### src/rtl/nibbler_out_pkg.sv
// Shared types for the Nibbler output-port bank: write modes and default nibble width.
package nibbler_out_pkg;

  localparam int NIB_W = 4;

  typedef enum logic [1:0] {
    MODE_LOAD = 2'b00,
    MODE_SET  = 2'b01,
    MODE_CLR  = 2'b10,
    MODE_TGL  = 2'b11
  } out_mode_t;

endpackage

### src/rtl/out_chan.sv
// One output channel: port register with read-modify-write ALU and pending/strobe bit.
// Data and valid update one edge after wr; acks are only honoured in handshake mode.
module out_chan
  import nibbler_out_pkg::*;
#(
  parameter int              DATA_W    = NIB_W,
  parameter logic [DATA_W-1:0] RESET_VAL = '0,
  parameter bit              HANDSHAKE = 1'b1
) (
  input  logic              clk,
  input  logic              reset,
  input  logic              wr,
  input  logic [1:0]        mode,
  input  logic [DATA_W-1:0] d,
  input  logic              ack,
  output logic [DATA_W-1:0] q,
  output logic              valid
);

  logic [DATA_W-1:0] q_q, q_d, alu;
  logic              valid_q, valid_d;

  always_comb begin
    alu = q_q;
    case (out_mode_t'(mode))
      MODE_LOAD: alu = d;
      MODE_SET:  alu = q_q | d;
      MODE_CLR:  alu = q_q & ~d;
      MODE_TGL:  alu = q_q ^ d;
      default:   alu = q_q;
    endcase
  end

  always_comb begin
    q_d = wr ? alu : q_q;
    // A write in the same cycle as an ack wins: the ack retired the old value.
    if (HANDSHAKE) begin
      valid_d = wr ? 1'b1 : (ack ? 1'b0 : valid_q);
    end else begin
      valid_d = wr;
    end
  end

  always_ff @(posedge clk or negedge reset) begin
    if (!reset) begin
      q_q     <= RESET_VAL;
      valid_q <= 1'b0;
    end else begin
      q_q     <= q_d;
      valid_q <= valid_d;
    end
  end

  assign q     = q_q;
  assign valid = valid_q;

endmodule

### src/rtl/out_port_bank.sv
// Bank of NUM_PORTS output registers written from the CPU bus; stalls the CPU while the
// target port still holds an unacknowledged value, and flags writes to nonexistent ports.
module out_port_bank
  import nibbler_out_pkg::*;
#(
  parameter int                DATA_W    = NIB_W,
  parameter int                NUM_PORTS = 4,
  parameter int                SEL_W     = 2,
  parameter logic [DATA_W-1:0] RESET_VAL = '0,
  parameter bit                HANDSHAKE = 1'b1
) (
  input  logic                        clk,
  input  logic                        reset,
  input  logic                        en,
  input  logic [SEL_W-1:0]            port_sel,
  input  logic [1:0]                  mode,
  input  logic [DATA_W-1:0]           data_bus,
  output logic                        stall,
  output logic [NUM_PORTS*DATA_W-1:0] data_out,
  output logic [NUM_PORTS-1:0]        out_valid,
  input  logic [NUM_PORTS-1:0]        out_ack,
  output logic                        sel_err
);

  localparam int             SEL_N = 1 << SEL_W;
  localparam logic [SEL_W:0] NUM_P = (SEL_W + 1)'(NUM_PORTS);

  logic [SEL_N-1:0] pend_pad, ack_pad;
  logic             in_range, accept;
  logic             sel_err_q, sel_err_d;

  // Pad to the full select range so port_sel can index without going out of bounds.
  assign pend_pad = SEL_N'(out_valid);
  assign ack_pad  = SEL_N'(out_ack);

  assign in_range = ({1'b0, port_sel} < NUM_P);
  assign stall    = en & in_range & HANDSHAKE & pend_pad[port_sel] & ~ack_pad[port_sel];
  assign accept   = en & in_range & ~stall;

  assign sel_err_d = sel_err_q | (en & ~in_range);

  always_ff @(posedge clk or negedge reset) begin
    if (!reset) begin
      sel_err_q <= 1'b0;
    end else begin
      sel_err_q <= sel_err_d;
    end
  end

  assign sel_err = sel_err_q;

  for (genvar k = 0; k < NUM_PORTS; k++) begin : g_chan
    logic wr;
    assign wr = accept & (port_sel == SEL_W'(k));

    out_chan #(
      .DATA_W    (DATA_W),
      .RESET_VAL (RESET_VAL),
      .HANDSHAKE (HANDSHAKE)
    ) u_chan (
      .clk   (clk),
      .reset (reset),
      .wr    (wr),
      .mode  (mode),
      .d     (data_bus),
      .ack   (out_ack[k]),
      .q     (data_out[k*DATA_W +: DATA_W]),
      .valid (out_valid[k])
    );
  end

endmodule

### config.mk
export PLATFORM = sky130hd
export DESIGN_NAME = out_port_bank
export DESIGN_NICKNAME = d
export VERILOG_FILES = /design/src/rtl/nibbler_out_pkg.sv /design/src/rtl/out_chan.sv /design/src/rtl/out_port_bank.sv
export SDC_FILE = /design/constraint.sdc
export NUM_CORES = 1
export LEC_CHECK = 0
export CORE_ASPECT_RATIO = 1.4
export CORE_MARGIN = 1
export CORE_UTILIZATION = 55
export CTS_BUF_LIST = sky130_fd_sc_hd__clkbuf_4 sky130_fd_sc_hd__clkbuf_8
export CTS_CLUSTER_DIAMETER = 40
export DETAILED_ROUTE_END_ITERATION = 7
export GPL_TIMING_DRIVEN = 0
export PLACE_DENSITY = 0.84
export RECOVER_POWER = 50
export SETUP_SLACK_MARGIN = 0.05
export SYNTH_ARGS = -nofsm -noshare
export SYNTH_HDL_FRONTEND = slang
export SYNTH_SLANG_ARGS = --single-unit
### constraint.sdc
create_clock -name clk -period 4.38 [get_ports clk]
set_clock_uncertainty 0.2 [all_clocks]
set_input_delay 0.876 -clock clk [delete_from_list [all_inputs] [get_ports clk]]
set_output_delay 0.876 -clock clk [all_outputs]
set_load 0.005 [all_outputs]
# Yosys cells after proc, flatten, opt, wreduce, memory -nomap -nowiden

Cells that the tools add are included.

Bits in writable memories: 0
Memories kept: 0
Bits in latches: 0
Logic and storage cells: 59
Register bits: 20
Bits in read-only memories: 0

Reductions and logical operators: 6
Equality and inequality tests: 6
Shift operators: 0
Bitwise logic cells: 22
Multipliers: 0
$lt $le $gt $ge: 1
Divide/modulo/power cells: 0
Mux-type cells: 16
Add/sub/neg operators: 0

Operators by type and width:

| cell                 | number |
|---|---|
| $pmux W4 S4          | 4 |
| $and A4 B4 Y4        | 4 |
| $or A4 B4 Y4         | 4 |
| $xor A4 B4 Y4        | 4 |
| $mux W1              | 10 |
| $eq A2 B2 Y1 const B | 4 |
| $reduce_bool A2 Y1   | 4 |
| $and A1 B1 Y1        | 7 |
| $bmux W1 S2          | 2 |
| $eq A2 B1 Y1 const B | 2 |
| $logic_not A2 Y1     | 2 |
| $not A4 Y4           | 1 |
| $lt A2 B3 Y1 const B | 1 |
| $not A1 Y1           | 2 |

# Depth between registers and ports, before layout

Gate-level depths: netlist of run 1.

Depth in word-level cells: 8
Depth in mapped cells: 5

# Modules after synthesis

From an unflattened synthesis of run 1, not the netlist that was laid out.

Cells, all modules: 184
Area, all modules: 1,754.2 µm²

Modules (own cells, without submodules):

| module                          | cells an instance | sequential area each (µm²) | instances | area each (µm²) |
|---|---|---|---|---|
| out_chan (g_chan[0].u_chan ...) | 42                | 125.1                      | 3         | 412.9 |
| out_chan (g_chan[3].u_chan)     | 42                | 125.1                      | 1         | 409.1 |
| out_port_bank                   | 16                | 0.0                        | 1         | 106.4 |

# Worst setup path before layout of run 1

OpenSTA, ideal clock, no wires.

Kind: input port to output port
Start: in out_ack[3]
End: out stall
Arrival: 1.616 ns
Data required time: 3.304 ns
Cell stages on the path: 3
Setup slack: 1.688 ns
Cells stage by stage: nand2b_1 -> mux4_2 -> nor2b_1

Longest elaborated chain between the ends: 4

RTL lines:

| element                       | RTL line            | source |
|---|---|---|
| start, declared               | out_port_bank.sv:21 | `input logic [NUM_PORTS-1:0] out_ack,` |
| $bmux W1 S2                   | out_port_bank.sv:37 | `assign stall = en & in_range & HANDSHAKE & pend_pad[port_sel] & ~ack_pad[port_sel];` |
| $mux W1 (implied by the code) | out_port_bank.sv:37 |  |
| $not A1 Y1                    | out_port_bank.sv:37 |  |
| $and A1 B1 Y1                 | out_port_bank.sv:37 |  |
| end, declared                 | out_port_bank.sv:18 | `output logic stall,` |

Every way passes these cells. The select of a mux whose other input is x is not followed.

# Worst setup path after layout of run 1

Start: in port_sel[0]
End: out stall

Longest elaborated chain between the ends: 4

RTL lines:

| element                                     | RTL line            | source |
|---|---|---|
| start, declared                             | out_port_bank.sv:15 | `input logic [SEL_W-1:0] port_sel,` |
| $bmux W1 S2                                 | out_port_bank.sv:37 |  |
| $mux W1 (implied by the code)               | out_port_bank.sv:37 |  |
| $and A1 B1 Y1 or $not A1 Y1 (tied branches) | out_port_bank.sv:37 |  |
| $and A1 B1 Y1 *                             | out_port_bank.sv:37 |  |

Every way passes the cells marked *; elsewhere a longest branch is shown, timed or not. The select of a mux whose other input is x is not followed.

==> results of run 1 <==
==> state kept, by name, indices dropped and copies added, names as in the netlist <==
register and cells:
g_chan.u_chan.q 16, g_chan.u_chan.valid 4
==> kinds of logic after synthesis <==
logic type               count (synthesis)  share of synthesized area
AND/OR/NAND/NOR                         15                     0.0479
AO/OA/AOI/OAI                            1                    0.00270
other                                    1                    0.00202
multiplexers                            33                      0.336
flip-flops                              20                      0.270
adder cells (fa/ha/maj)                 32                      0.216
buffers and inverters                   46                      0.125
==> layout by cell type, fill, tap and decap left out, drive strengths merged <==
cell,count
mux2,16
o21ai,1
conb,1
mux4,17
nor3b,1
bufinv,1
nand3b,1
nand2b,4
dfrtp,20
nand4,1
inv,36
clkdlybuf4s50,25
ha,32
dlygate4sd3,8
buf,10
nand2,5
nor2b,2
clkbuf,3
and3,1
==> worst paths after layout <==
kind / endpoint / slack, ns / depth (start not counted)
hold / removal: g_chan[2].u_chan.valid / 0.33 / 2
hold reg to reg: g_chan[2].u_chan.valid / 0.33 / 2
setup reg to reg: g_chan[3].u_chan.q[0] / 2.53 / 4
max in group asynchronous: g_chan[3].u_chan.q[2] / 2.38 / 1
min in group asynchronous: g_chan[0].u_chan.valid / 1.01 / 1
setup / recovery: stall / 0.68 / 4
==> report_power, final <==
part           total, uW  switching [uW]  internal, uW  leakage [uW]
Sequential           327            74.2           253      0.000241
Clock                186            63.9           122     0.0000357
Combinational        438             153           285      0.000871
Total                951             291           661       0.00115
==> layout make-up <==
class,count,area share
Timing Repair Buffer,33,0.143
Sequential cell,20,0.217
Buffer,10,0.0418
Inverter,36,0.0587
Tap cell,39,0.0212
Clock inverter,1,0.0130
Multi-Input combinational cell,82,0.487
Clock buffer,3,0.0179
==> critical path: stages <==
cell and delay, ns:
dlygate4sd3_1 0.62, mux4_2 0.52, nor2b_1 0.11, clkdlybuf4s50_1 0.50
==> stage by stage <==
| stage | hold WS, ns | power, uW | setup WS (ns) | area, um2 |
|---|---|---|---|---|
| after floorplan | 0.275 | 555 | 1.69 | 1850 |
| after global placement | 0.293 | 737 | 0.778 | 2230 |
| after detailed placement | 0.310 | 782 | 0.748 | 2230 |
| after CTS | 0.330 | 975 | 0.744 | 2300 |
| after global routing | 0.364 | 1030 | 0.609 | 2300 |
| final | 0.330 | 951 | 0.677 | 2300 |
==> metal layers <==
metal  GRT usage  up-vias  wire length (um)
met5           0        -                 0
li1            -      572                 -
met3      0.0323        9               122
met4       0.117        0               102
met2       0.399       34              1950
met1       0.245      612              1370
==> impl_metrics.tcl, run 1 <==
set metrics [dict create \
    required_ns 3.30 \
    synthTopCellsByCount "inv_1 (36), ha_1 (32), dfrtp_1 (20), mux2_2 (12), mux4_1 (12)" \
    cp-startpoint "port_sel[0]" \
    syn_nets 195 \
    yosysSeqAreaShare 0.270 \
    timing.rr.start "g_chan[3].u_chan.q[0]" \
    ys_warn_count 0 \
    antenna_found_initial 0 \
    placed_cells_incl_taps 220 \
    portBuffers 33 \
    num_rows 24 \
    nFillCells 225 \
    maxSlewHeadroom 0.351 \
    die_h_um 70.7 \
    clk_pin_slew_ns 0.08 \
    setup_tns_ns 0 \
    drv_slew 0 \
    synth_top_area_frac 0.270 \
    worstPathMaxFanout 4 \
    synth-main-ff-cell "dfrtp_1" \
    drtPass1Iterations 4 \
    ctsHoldBuffers 0 \
    outcome "finished clean" \
    synth_top_area_cell "dfrtp_1" \
    cp_data_arrival_time_ns 2.63 \
    via_count 1227 \
    numCtsBuffers 3 \
    route.detailed.drc 0 \
    die_w_um 51.1 \
    synthCells 148 \
    grt_pass1_wl_mm 5.86 \
    syn_area_per_cell_um2 12.5 \
    period_needed_ns 3.70 \
    setup_viol 0 \
    syn_to_final_growth_pct 24.3 \
    netlist_area_um2 1850 \
    gp_congestion 0.731 \
    grt_usage 0.222 \
    antennaDiodeCount 0 \
    clk_path_buf_depth 2 \
    ys_top_cells_by_area "dfrtp_1 (27%), ha_1 (22%), mux4_1 (17%)" \
    wl_per_cell_um 15.8 \
    multi_input_comb_area_um2 1120 \
    synthArstFlopShare 1.00 \
    synth.most_common_cell "inv_1" \
    drive_gt1_frac 0.195 \
    max_freq_ghz 0.270 \
    final_cells 224 \
    max_cap_violations 0 \
    tritoncts "yes" \
    post_cts_resized 0 \
    leakagePower_uw 0.00115 \
    grt_start_max_net_pins 21 \
    post_cts_buffers 0 \
    ios 37 \
    dp.final_hpwl_mm 2.70 \
    crit_type "in2out" \
    synth_edf_count 0 \
    max-vdd-ir-drop_v 0.000292 \
    drt-vias-per-instance 5.48 \
    hp-start "g_chan[2].u_chan.valid" \
    rsz0062_at_grt "false" \
    crit_path_end_kind "output pin" \
    powerDensity_nw_per_um2 413 \
    tightestPinTransition_ns 0.970 \
    cts_root_buf "clkbuf_8" \
    initial_core_util 0.588 \
    grt_pass1_vias 1294 \
    holdCritPathClass "reg2reg" \
    clock_latency_ns 0.26 \
    fin_crit_sh 0.845 \
    ant_nets 0 \
    crit_path_start_kind "input port" \
    htreeDepth 1 \
    wl_mm 3.54 \
    grt_overflow_total 0 \
    hold_violations 0 \
    seqCellArea_um2 500 \
    design.die.area_um2 3610 \
    cts_num_sinks 20 \
    coreArea_um2 3150 \
    nets 233 \
    post-route-util 0.731 \
    ys_ff_latch 20 \
    synth.distinct_cells 20 \
    drtIter0Drc 22 \
]
Note: power is estimated with default switching activity, not from simulation.
==> run 2: changes to the inputs <==
- CORE_UTILIZATION: 55 -> 48
- PLACE_DENSITY: 0.84 -> 0.78
- clock period: 4.38 -> 3.3 ns (I/O delays scaled with it)
==> run 2 against run 1 <==
Net effect:
- critical path type unchanged
- largest cell class unchanged
- sequential share of layout area shrank 0.059 points
- worst hold slack improved by 0.0061 ns
- utilization decreased by 10 points
- combinational power is 32% higher
- design area is 0.27% higher
- critical path depth unchanged
- setup slack got worse by 0.28 ns
- routed wire length decreased by 2.5%
- final cell count is 1.3% higher
- via count fell by 2.0%
- power up 33%
- die area rose by 14%
==> impl_metrics.tcl, run 2 (synthesis results as in run 1) <==
set metrics [dict create \
    outcome "finished clean" \
    crit_path_start_kind "input port" \
    drv_slew 0 \
    wl_per_cell_um 15.2 \
    clock_latency_ns 0.26 \
    largest_reg_flops 16 \
    antenna_found_initial 0 \
    route.detailed.drc 0 \
    die_h_um 75.5 \
    maxSlewHeadroom 0.351 \
    clk_pin_slew_ns 0.08 \
    p_clk_frac 0.199 \
    placed_cells_incl_taps 223 \
    intPower_uw 875 \
    cts_num_sinks 20 \
    nFillCells 319 \
    hold_violations 0 \
    max_cap_violations 0 \
    period_needed_ns 2.91 \
    mostFrequentLayoutCells "inv_1 (36), ha_1 (32), clkdlybuf4s50_1 (23)" \
    fin_crit_sh 0.881 \
    ios 37 \
    clk_path_buf_depth 2 \
    ant_nets 0 \
    rsz0062_at_grt "false" \
    switchingPower_uw 385 \
    numCtsBuffers 3 \
    syn_to_final_growth_pct 24.6 \
    crit_type "in2out" \
    setup_viol 0 \
    final_common_cell "inv_1" \
    grt_pass1_wl_mm 5.65 \
    seq_power_share 0.342 \
    max-vdd-ir-drop_v 0.000352 \
    tightestPinTransition_ns 0.970 \
    num_rows 26 \
    coreArea_um2 3680 \
    routed.top_layer "met4" \
    antennaDiodeCount 0 \
    via_count 1203 \
    die_w_um 54.5 \
    powerDensity_nw_per_um2 546 \
    holdCritPathClass "reg2reg" \
    worstPathMaxFanout 4 \
    drive_gt1_frac 0.195 \
    wl_met2_mm 1.87 \
    leakagePower_uw 0.00117 \
    drtPass1Iterations 4 \
    swShare 0.306 \
    final_cells 227 \
    grt_pass1_vias 1251 \
    drt-vias-per-instance 5.30 \
    pwr-share-comb 0.458 \
    drtIter0Drc 15 \
    post_cts_buffers 0 \
    setup_tns_ns 0 \
    htreeDepth 1 \
    initial_core_util 0.504 \
    grt_usage 0.194 \
    max_freq_ghz 0.344 \
    tritoncts "yes" \
    required_ns 2.44 \
    post_cts_resized 0 \
    nets 233 \
    wl_mm 3.45 \
    portBuffers 33 \
    gp_congestion 0.710 \
    grt_start_max_net_pins 21 \
    dr_wl_met3_um 126 \
    cp_data_arrival_time_ns 2.05 \
    dp.final_hpwl_mm 2.63 \
    ctsHoldBuffers 0 \
    met1_length_mm 1.42 \
    crit_path_end_kind "output pin" \
    cts_root_buf "clkbuf_8" \
    grt_overflow_total 0 \
    design.die.area_um2 4120 \
]
[run 2: metrics by stage]
step | utilization | hold WS [ns] | power [uW] | setup slack, ns | cell area (um2)
6_report | 0.628 | 0.336 | 1260 | 0.393 | 2310
4_1_cts | 0.628 | 0.344 | 1290 | 0.0797 | 2310
2_1_floorplan | - | 0.164 | 736 | 1.04 | 1850
3_5_place_dp | 0.608 | 0.326 | 1030 | 0.0845 | 2240
3_3_place_gp | 0.608 | 0.298 | 981 | 0.130 | 2240
5_1_grt | 0.628 | 0.387 | 1360 | 0.349 | 2310
[run 2: layout make-up]
cell class              count  area, um2  area share
flip-flops and latches     20        500       0.217
clock inverters             1       30.0      0.0130
repair buffers             33        333       0.144
inverters                  36        135      0.0585
well taps                  42       52.6      0.0228
multi-input cells          82       1120       0.485
plain buffers              10       96.3      0.0417
clock buffers               3       41.3      0.0179
[run 2: path summary, 6_finish.rpt]
path / endpoint / from / cells past startpoint / slack [ns]
max in group asynchronous: g_chan[1].u_chan.q[0] / reset / 1 / 1.52
min reg2reg: g_chan[3].u_chan.valid / g_chan[3].u_chan.valid / 2 / 0.34
max reg2reg: g_chan[3].u_chan.q[3] / g_chan[3].u_chan.q[3] / 4 / 1.51
min: g_chan[3].u_chan.valid / g_chan[3].u_chan.valid / 2 / 0.34
max: stall / port_sel[0] / 4 / 0.39
min in group asynchronous: g_chan[0].u_chan.q[2] / reset / 1 / 0.79
[run 2: critical path, stage by stage]
cell and delay [ns]:
dlygate4sd3_1 0.62, mux4_2 0.51, nor2b_1 0.11, dlymetal6s2s_1 0.13
[run 2: metal layers]
metal  GRT usage  vias up
met3      0.0299        5
met1       0.220      598
met4      0.0598        0
li1            -      573
met5           0        -
met2       0.360       27
[run 2: power by group through the flow]
stage                     Sequential [uW]  Clock (uW)  Combinational, uW
after global placement                428           0                553
after CTS                             434         257                603
final                                 431         251                578
after detailed placement              437           0                596
after floorplan                       427           0                309
after global routing                  450         261                649
